### src/rtl/dmem_dual_sequencer.sv
// Shares one SRAM-like data port between two issue slots; a dual access runs slot 1 then slot 2.
// Optional build macro DMEM_PERF_CNT_EN adds stall-cycle and dual-access performance counters.
module dmem_dual_sequencer (
    input  logic        clk,
    input  logic        rst,
    input  logic        start,
    input  logic        flush,
    input  logic        exp1,
    input  logic        exp2,
    input  logic        mem_en1,
    input  logic        mem_en2,
    input  logic        mem_wen1,
    input  logic        mem_wen2,
    input  logic [1:0]  mem_size1,
    input  logic [1:0]  mem_size2,
    input  logic [31:0] mem_addr1,
    input  logic [31:0] mem_addr2,
    input  logic [31:0] mem_wdata1,
    input  logic [31:0] mem_wdata2,
    output logic        data_req,
    output logic        data_wr,
    output logic [1:0]  data_size,
    output logic [31:0] data_addr,
    output logic [31:0] data_wdata,
    input  logic        data_addr_ok,
    input  logic        data_data_ok,
    input  logic [31:0] data_rdata,
    output logic        stall,
    output logic        done,
    output logic [31:0] rdata1,
    output logic [31:0] rdata2
`ifdef DMEM_PERF_CNT_EN
    ,
    output logic [31:0] perf_stall_cnt,
    output logic [31:0] perf_dual_cnt
`endif
);
    localparam int unsigned AW = 32;
    localparam int unsigned DW = 32;
    localparam int unsigned SW = 2;

    typedef enum logic [2:0] {
        S_IDLE  = 3'd0,
        S_REQ1  = 3'd1,
        S_WAIT1 = 3'd2,
        S_REQ2  = 3'd3,
        S_WAIT2 = 3'd4,
        S_DONE  = 3'd5
    } state_t;

    typedef struct packed {
        logic          wen;
        logic [SW-1:0] size;
        logic [AW-1:0] addr;
        logic [DW-1:0] wdata;
    } slot_t;

    state_t state, state_nxt;
    slot_t  slot1_q, slot2_q;
    logic   sel2_q;
    logic   abort_q, abort_nxt;
    logic   sel1_c, sel2_c, go_c;
    logic   cap1_c, cap2_c;

    // Exception in slot 1 kills slot 2 as well (younger instruction).
    assign sel1_c = mem_en1 & ~exp1;
    assign sel2_c = mem_en2 & ~exp1 & ~exp2;
    assign go_c   = (state == S_IDLE) & start & ~flush & (sel1_c | sel2_c);
    assign stall  = go_c | ((state != S_IDLE) & (state != S_DONE));

    always_ff @(posedge clk or posedge rst) begin
        if (rst) begin
            state   <= S_IDLE;
            abort_q <= 1'b0;
        end else begin
            state   <= state_nxt;
            abort_q <= abort_nxt;
        end
    end

    always_comb begin
        state_nxt  = state;
        abort_nxt  = abort_q;
        data_req   = 1'b0;
        data_wr    = 1'b0;
        data_size  = '0;
        data_addr  = '0;
        data_wdata = '0;
        done       = 1'b0;
        cap1_c     = 1'b0;
        cap2_c     = 1'b0;
        case (state)
            S_IDLE: begin
                if (go_c) state_nxt = sel1_c ? S_REQ1 : S_REQ2;
            end
            S_REQ1: begin
                data_req   = 1'b1;
                data_wr    = slot1_q.wen;
                data_size  = slot1_q.size;
                data_addr  = slot1_q.addr;
                data_wdata = slot1_q.wdata;
                if (flush)             state_nxt = S_IDLE;
                else if (data_addr_ok) state_nxt = S_WAIT1;
            end
            S_WAIT1: begin
                // An aborted access still drains its response before releasing the bus.
                if (data_data_ok) begin
                    abort_nxt = 1'b0;
                    if (abort_q | flush) begin
                        state_nxt = S_IDLE;
                    end else begin
                        cap1_c    = ~slot1_q.wen;
                        state_nxt = sel2_q ? S_REQ2 : S_DONE;
                    end
                end else if (flush) begin
                    abort_nxt = 1'b1;
                end
            end
            S_REQ2: begin
                data_req   = 1'b1;
                data_wr    = slot2_q.wen;
                data_size  = slot2_q.size;
                data_addr  = slot2_q.addr;
                data_wdata = slot2_q.wdata;
                if (flush)             state_nxt = S_IDLE;
                else if (data_addr_ok) state_nxt = S_WAIT2;
            end
            S_WAIT2: begin
                if (data_data_ok) begin
                    abort_nxt = 1'b0;
                    if (abort_q | flush) begin
                        state_nxt = S_IDLE;
                    end else begin
                        cap2_c    = ~slot2_q.wen;
                        state_nxt = S_DONE;
                    end
                end else if (flush) begin
                    abort_nxt = 1'b1;
                end
            end
            S_DONE: begin
                done      = 1'b1;
                state_nxt = S_IDLE;
            end
            default: state_nxt = S_IDLE;
        endcase
    end

    // Operand latch and per-slot load data.
    always_ff @(posedge clk or posedge rst) begin
        if (rst) begin
            slot1_q <= '0;
            slot2_q <= '0;
            sel2_q  <= 1'b0;
            rdata1  <= '0;
            rdata2  <= '0;
        end else begin
            if (go_c) begin
                slot1_q <= '{wen: mem_wen1, size: mem_size1, addr: mem_addr1, wdata: mem_wdata1};
                slot2_q <= '{wen: mem_wen2, size: mem_size2, addr: mem_addr2, wdata: mem_wdata2};
                sel2_q  <= sel2_c;
                rdata1  <= '0;
                rdata2  <= '0;
            end
            if (cap1_c) rdata1 <= data_rdata;
            if (cap2_c) rdata2 <= data_rdata;
        end
    end

`ifdef DMEM_PERF_CNT_EN
    always_ff @(posedge clk or posedge rst) begin
        if (rst) begin
            perf_stall_cnt <= '0;
            perf_dual_cnt  <= '0;
        end else begin
            if (stall)                     perf_stall_cnt <= perf_stall_cnt + 32'(1);
            if (go_c & sel1_c & sel2_c)    perf_dual_cnt  <= perf_dual_cnt + 32'(1);
        end
    end
`endif

endmodule

### config.mk
export PLATFORM = sky130hd
export DESIGN_NAME = dmem_dual_sequencer
export DESIGN_NICKNAME = d
export VERILOG_FILES = /design/src/rtl/dmem_dual_sequencer.sv
export SDC_FILE = /design/constraint.sdc
export NUM_CORES = 1
export LEC_CHECK = 0
export CAP_MARGIN = 20
export CORE_AREA = 2 2 160 162
export CTS_CLUSTER_SIZE = 25
export DETAILED_ROUTE_END_ITERATION = 6
export DIE_AREA = 0 0 162 164
export GPL_TIMING_DRIVEN = 0
export PLACE_DENSITY = 0.66
export SETUP_SLACK_MARGIN = 0.3
export SLEW_MARGIN = 10
export SYNTH_ARGS = -nofsm -noshare
export SYNTH_HDL_FRONTEND = slang
export SYNTH_SLANG_ARGS = --single-unit
### constraint.sdc
create_clock -name clk -period 16.7 [get_ports clk]
set_input_delay 1.67 -clock clk [delete_from_list [all_inputs] [get_ports clk]]
set_output_delay 1.67 -clock clk [all_outputs]
set_load 0.005 [all_outputs]
==> flow_summary_export.csv, run 1 <==
group,metric,value,unit
outcome,status,"finished, final reports clean",
place,placedInstanceArea,0.0124,mm2
route,wl_met3,1.48,mm
timing,period_share,34.3,%
place,portBuffers,309,
setup_path,arrival,4.05,ns
clock_tree,cts_buffers,23,
timing,rsz0062_at_grt,"false",
global_route,grt_usage,20.5,%
logic_synthesis,syn_avg_cell_area,9.05,um2
global_route,grt_pass1_vias,7988,
route,wl_met2,13.1,mm
floorplan,die_h,164,um
route,top_layer,"met4",
route,drt_iter0_markers,404,
logic_synthesis,syn_area,0.00882,mm2
logic_synthesis,synthTopCellsByArea,"dfrtp_1 58%, nand2_1 20%, mux2i_1 7.6%, nor2_1 3.2%, a22o_1 3.2%",
clock_tree,cts_htree_levels,1,
flow_run,drv_cap,0,
route,wirelength,27.8,mm
floorplan,die_x,162,um
timing,clock.fmax,175,MHz
global_route,antenna_found_initial,1,
setup_path,cp-start-kind,"primary input",
clock_tree,cts_resized,0,
timing,drv_slew,0,
clock_tree,clk_pin_slew,0.05,ns
global_route,grt_max_degree,84,
route,wl_per_cell,16.8,um
floorplan,pin_count,310,
timing,fin_skew,0.00709,ns
logic_synthesis,ys_ff_latch,203,
timing,setup_viol,0,
timing,final_hold_viol_count,0,
logic_synthesis,yosysSeqAreaShare,57.6,%
timing,period_minus_slack,5.72,ns
final_layout,area_growth,49.0,%
setup_path,critPathKind,"primary input to output pin",
logic_synthesis,yosys.cell_types.count,34,
timing,slew_headroom,50.2,%
timing,tightest_slew,0.746,ns
logic_synthesis,yosysTopAreaCell,"dfrtp_1",
logic_synthesis,syn-num-nets,1151,
setup_path,critPathRequiredTime,15.03,ns
clock_tree,clock_sinks,203,
route,drc,0,
place,gp_congestion,0.817,
clock_tree,clockBufferDepth,3,
logic_synthesis,synth_top_cell_area_share,57.6,%
floorplan,initial_utilization,35.6,%
clock_tree,root_buffer,"clkbuf_16",
floorplan,fp-row-count,58,
logic_synthesis,yosysWarnings,0,
route,met1_length,12.4,mm
worst_hold_path,hp-class,"flop to flop",
floorplan,coreArea,0.0248,mm2
logic_synthesis,syn_inst,975,
setup_path,r2r_setup_slack,14.57,ns
clock_tree,cts_tree,"done",
route,via_count,7740,
global_route,grt_pass1_wl,43.1,mm
global_route,grt_overflow,0,
pwr,leakagePower,6.30,nW
clock_tree,hold_buffers,0,
timing,fin_tns_setup,0,ns
final_layout,layout.nets,1487,
pwr,vdd_drop_max,0.0643,mV
setup_path,crit_path_max_fanout,10,
clock_tree,insertion_delay,0.50,ns
route,antenna_left,0,
floorplan,dieArea,0.0266,mm2
clock_tree,cts_setup_buffers,0,
pwr,finalPower,2.02,mW
final_layout,stdcell_area,0.0131,mm2
setup_path,endpoint_kind,"output pin",
final_layout,layout-drive-gt1-share,6.80,%
place,hpwl,19.9,mm
route,drtPass1Iterations,5,
pwr,power_density,154,mW/mm2
route,viasPerCell,4.67,
[registers in the layout (all words and copies together) (netlist names)]
register	count
slot2_q	67
sel2_q	1
abort_q	1
rdata2	32
state	3
rdata1	32
slot1_q	67
[through the flow]
step                      setup WS (ns)  hold WS [ns]  utilization (%)  instances
after floorplan                    9.49         0.445                -        975
after CTS                         10.94         0.475             53.0       1654
final                             10.98         0.472             53.0       1656
after detailed placement          10.97         0.461             49.9       1616
after global placement             6.62         0.456             49.7       1614
after global routing              10.78         0.491             53.0       1655
[kinds of logic after synthesis]
| kind of cell | after synthesis | synth area share, % |
|---|---|---|
| and+or+nand+nor | 590 | 26.3 |
| DFF | 203 | 57.6 |
| muxes | 67 | 7.60 |
| buffers and inverters | 67 | 4.04 |
| AOI/OAI and AO/OA | 47 | 4.38 |
| xor gates and xnor gates | 1 | 0.0993 |
[Yosys cell counts]
cell type  instances
nand3b_1           1
xnor2_1            1
or4b_1             1
buf_1              3
a41o_1             1
nand2_1          469
a21oi_1            4
mux2i_1           67
inv_1              2
and4b_1            2
a32o_1             1
nor2_1            75
o211ai_1           1
a22o_1            32
nor2b_1            2
o22a_1             1
buf_6              4
o21ai_0            2
buf_2             39
nand2b_1           1
and3_1             1
clkbuf_1          12
a21o_1             1
o31ai_1            1
o211a_1            1
nor2_2             1
nor4b_4            1
nand4b_1           1
nand3_1           34
o21a_1             1
nor3b_1            1
a22oi_1            1
dfrtp_1          203
buf_4              7
[power by group]
| group | switching (mW) | total, mW | leakage [nW] | internal (mW) |
|---|---|---|---|---|
| clock network | 0.201 | 0.508 | 0.370 | 0.308 |
| logic | 0.322 | 0.686 | 3.31 | 0.364 |
| registers | 0.119 | 0.831 | 2.62 | 0.712 |
| total | 0.642 | 2.02 | 6.30 | 1.38 |
[worst paths after layout]
kind,from,to,cells past startpoint
worst max-delay path,flush,stall,7
worst min-delay path,slot1_q[40]$_DFFE_PP0P_,slot1_q[40]$_DFFE_PP0P_,2
worst max register to register,state[0]$_DFFE_PP0P_,slot1_q[57]$_DFFE_PP0P_,7
worst min register to register,slot1_q[40]$_DFFE_PP0P_,slot1_q[40]$_DFFE_PP0P_,2
max in group asynchronous,rst,slot2_q[63]$_DFFE_PP0P_,3
min in group asynchronous,rst,rdata2[25]$_DFFE_PP0P_,2
[cells in the final DEF, fill, tap and decap left out, types with 2 or more instances in the layout]
cell,Yosys,final
dfrtp_1,203,203
a21oi_1,4,4
and4b_1,2,2
buf_1,3,3
clkbuf_8,0,6
clkbuf_1,12,15
nand2_1,469,469
diode_2,0,2
buf_16,0,2
buf_4,7,7
mux2i_1,67,67
clkbuf_16,0,23
nor2b_1,2,2
nor2_1,75,75
nand3_1,34,34
bufinv_16,0,2
a22o_1,32,32
clkdlybuf4s50_1,0,309
buf_2,39,39
clkinv_2,0,3
buf_6,4,4
o21ai_0,2,2
[area by class of cell]
| class | instances | area, um2 |
|---|---|---|
| repair buffers | 311 | 3150 |
| clock buffers | 32 | 669 |
| multi-input cells | 705 | 3390 |
| diodes | 2 | 5.00 |
| inverters | 2 | 15.0 |
| fillers | 2329 | 11700 |
| clock inverters | 6 | 82.6 |
| well taps | 330 | 413 |
| plain buffers | 65 | 349 |
| flip-flops and latches | 203 | 5080 |
[critical path: stages]
cell	delay, ns
clkdlybuf4s50_1	0.58
nor4b_4	0.42
o211ai_1	0.30
buf_2	0.29
nand2_1	0.13
a21o_1	0.13
clkdlybuf4s50_1	0.52
[metal layers]
metal	vias up	global-route usage, %
met5	-	0
met4	0	7.16
met3	52	3.21
met2	230	33.7
met1	3685	27.6
li1	3773	-
(Power assumes the default switching activity.)
==> inputs of run 2 (changes only) <==
- clock period: 16.7 -> 5.3 ns (I/O delays scaled with it)
==> flow_summary_export.csv, run 2 (synthesis gave the netlist of run 1 again) <==
group,metric,value,unit
outcome,status,"finished, final reports clean",
setup_path,crit_path_max_fanout,10,
route,antenna_left,0,
route,viasPerCell,4.68,
global_route,grt_overflow,0,
timing,final_hold_viol_count,0,
global_route,grt_pass1_vias,7924,
final_layout,layout_commonest_cell,"nand2_1",
floorplan,fp-row-count,58,
route,wl_per_cell,16.9,um
clock_tree,clock_sinks,203,
timing,period_share,65.4,%
route,drt_iter0_markers,369,
clock_tree,insertion_delay,0.51,ns
setup_path,crit_top_cell,"clkdlybuf4s50_1",
setup_path,ff2ff_path_depth,7,
place,place_ws,1.79,ns
global_route,grt_pass1_wl,43.7,mm
pwr,leakagePower,6.31,nW
timing,drv_slew,0,
place,place_inst,1620,
pwr,power_density,480,mW/mm2
setup_path,cp-start-kind,"primary input",
setup_path,slowest_delay,0.57,ns
final_layout,area_growth,49.6,%
floorplan,initial_utilization,35.6,%
pwr,vdd_drop_max,0.227,mV
final_layout,mostFrequentLayoutCells,"469 x nand2_1, 309 x clkdlybuf4s50_1, 203 x dfrtp_1, 75 x nor2_1, 67 x mux2i_1",
clock_tree,cts_buffers,23,
clock_tree,cts_tree,"done",
timing,setup_viol,0,
floorplan,dieArea,0.0266,mm2
flow_run,drv_cap,0,
final_layout,postLayoutCoreUtil,53.2,%
floorplan,pin_count,310,
timing,period_minus_slack,3.47,ns
route,drc,0,
timing,rsz0062_at_grt,"false",
route,wl_met2,13.3,mm
floorplan,coreArea,0.0248,mm2
timing,slew_headroom,49.0,%
timing,tightest_slew,0.765,ns
final_layout,layout-drive-gt1-share,7.21,%
global_route,grt_usage,20.9,%
clock_tree,hold_buffers,0,
worst_hold_path,hp-class,"primary input to async pin",
clock_tree,root_buffer,"clkbuf_16",
clock_tree,clk_pin_slew,0.06,ns
timing,fin_skew,0.0128,ns
global_route,grt_max_degree,39,
clock_tree,cts_resized,0,
final_layout,layoutNonFillerInstCount,1665,
timing,clock.fmax,289,MHz
route,top_layer,"met4",
route,wirelength,28.1,mm
setup_path,crit_chain,"clkdlybuf4s50_1 -> nor4b_4 -> o211ai_1 -> buf_2 -> nand2_1 -> a21o_1 -> clkdlybuf4s50_1",
clock_tree,clockBufferDepth,3,
final_layout,reg_top3,"slot1_q (67), slot2_q (67)",
floorplan,die_x,162,um
timing,whs,0.366,ns
timing,worst_slack,1.83,ns
global_route,antenna_found_initial,1,
setup_path,critPathKind,"primary input to output pin",
route,met1_length,12.4,mm
clock_tree,cts_htree_levels,1,
floorplan,die_h,164,um
setup_path,critPathRequiredTime,4.77,ns
setup_path,arrival,2.94,ns
setup_path,cp_slowest_cell,"clkdlybuf4s50_1",
route,drtPass1Iterations,5,
final_layout,layout.nets,1491,
clock_tree,cts_setup_buffers,0,
route,via_count,7793,
place,hpwl,20.3,mm
place,portBuffers,309,
route,wl_met3,1.53,mm
timing,fin_tns_setup,0,ns
setup_path,endpoint_kind,"output pin",
place,gp_congestion,0.826,
-- run 2: changes by cell type in the layout (fill, tap and decap cells not counted) --
cell,delta
inv_8,-1
buf_16,-2
clkinvlp_4,+2
clkbuf_8,-2
buf_12,+6
clkinv_2,+2
clkbuf_1,+2
diode_2,+1
clkinv_4,+1
inv_6,+1
bufinv_16,-1
-- run 2: area by class of cell --
class | instances | area (um2)
clock buffer | 32 | 649
antenna | 3 | 7.51
sequential | 203 | 5080
timing repair buffer | 315 | 3210
multi-input combinational | 705 | 3390
buffer | 65 | 349
inverter | 2 | 11.3
clock inverter | 10 | 87.6
tap | 330 | 413
fill | 2304 | 11600
-- run 2: worst max-delay path: cells and delay by family --
family,cells,cell delay [ns]
AOI/OAI and AO/OA,2,0.45
buffers and inverters,3,1.40
and+or+nand+nor,2,0.55
-- run 2: final timing paths --
| path | start | endpoint | slack (ns) |
|---|---|---|---|
| setup / recovery | flush | stall | 1.83 |
| hold / removal | rst | rdata2[21]$_DFFE_PP0P_ | 0.37 |
| setup reg to reg | state[0]$_DFFE_PP0P_ | slot1_q[36]$_DFFE_PP0P_ | 3.13 |
| hold reg to reg | slot2_q[28]$_DFFE_PP0P_ | slot2_q[28]$_DFFE_PP0P_ | 0.47 |
| max in group asynchronous | rst | slot2_q[41]$_DFFE_PP0P_ | 3.95 |
| min in group clk | slot2_q[28]$_DFFE_PP0P_ | slot2_q[28]$_DFFE_PP0P_ | 0.47 |
-- run 2: report_power, final --
group          leakage [nW]  switching [mW]  internal (mW)
clock network         0.361           0.641          0.908
registers              2.62           0.369           2.24
logic                  3.33            1.02           1.15
total                  6.31            2.03           4.30
-- run 2: stage by stage --
step	power [mW]	area, um2
6_report	6.33	13200
4_1_cts	6.40	13200
2_1_floorplan	3.76	8830
3_3_place_gp	4.74	12300
5_1_grt	6.76	13200
3_5_place_dp	4.82	12500
-- run 2: layer usage --
layer | global-route usage, % | vias to the layer above
li1 | - | 3785
met1 | 28.6 | 3714
met2 | 34.0 | 241
met3 | 3.46 | 53
met4 | 6.88 | 0
met5 | 0 | -
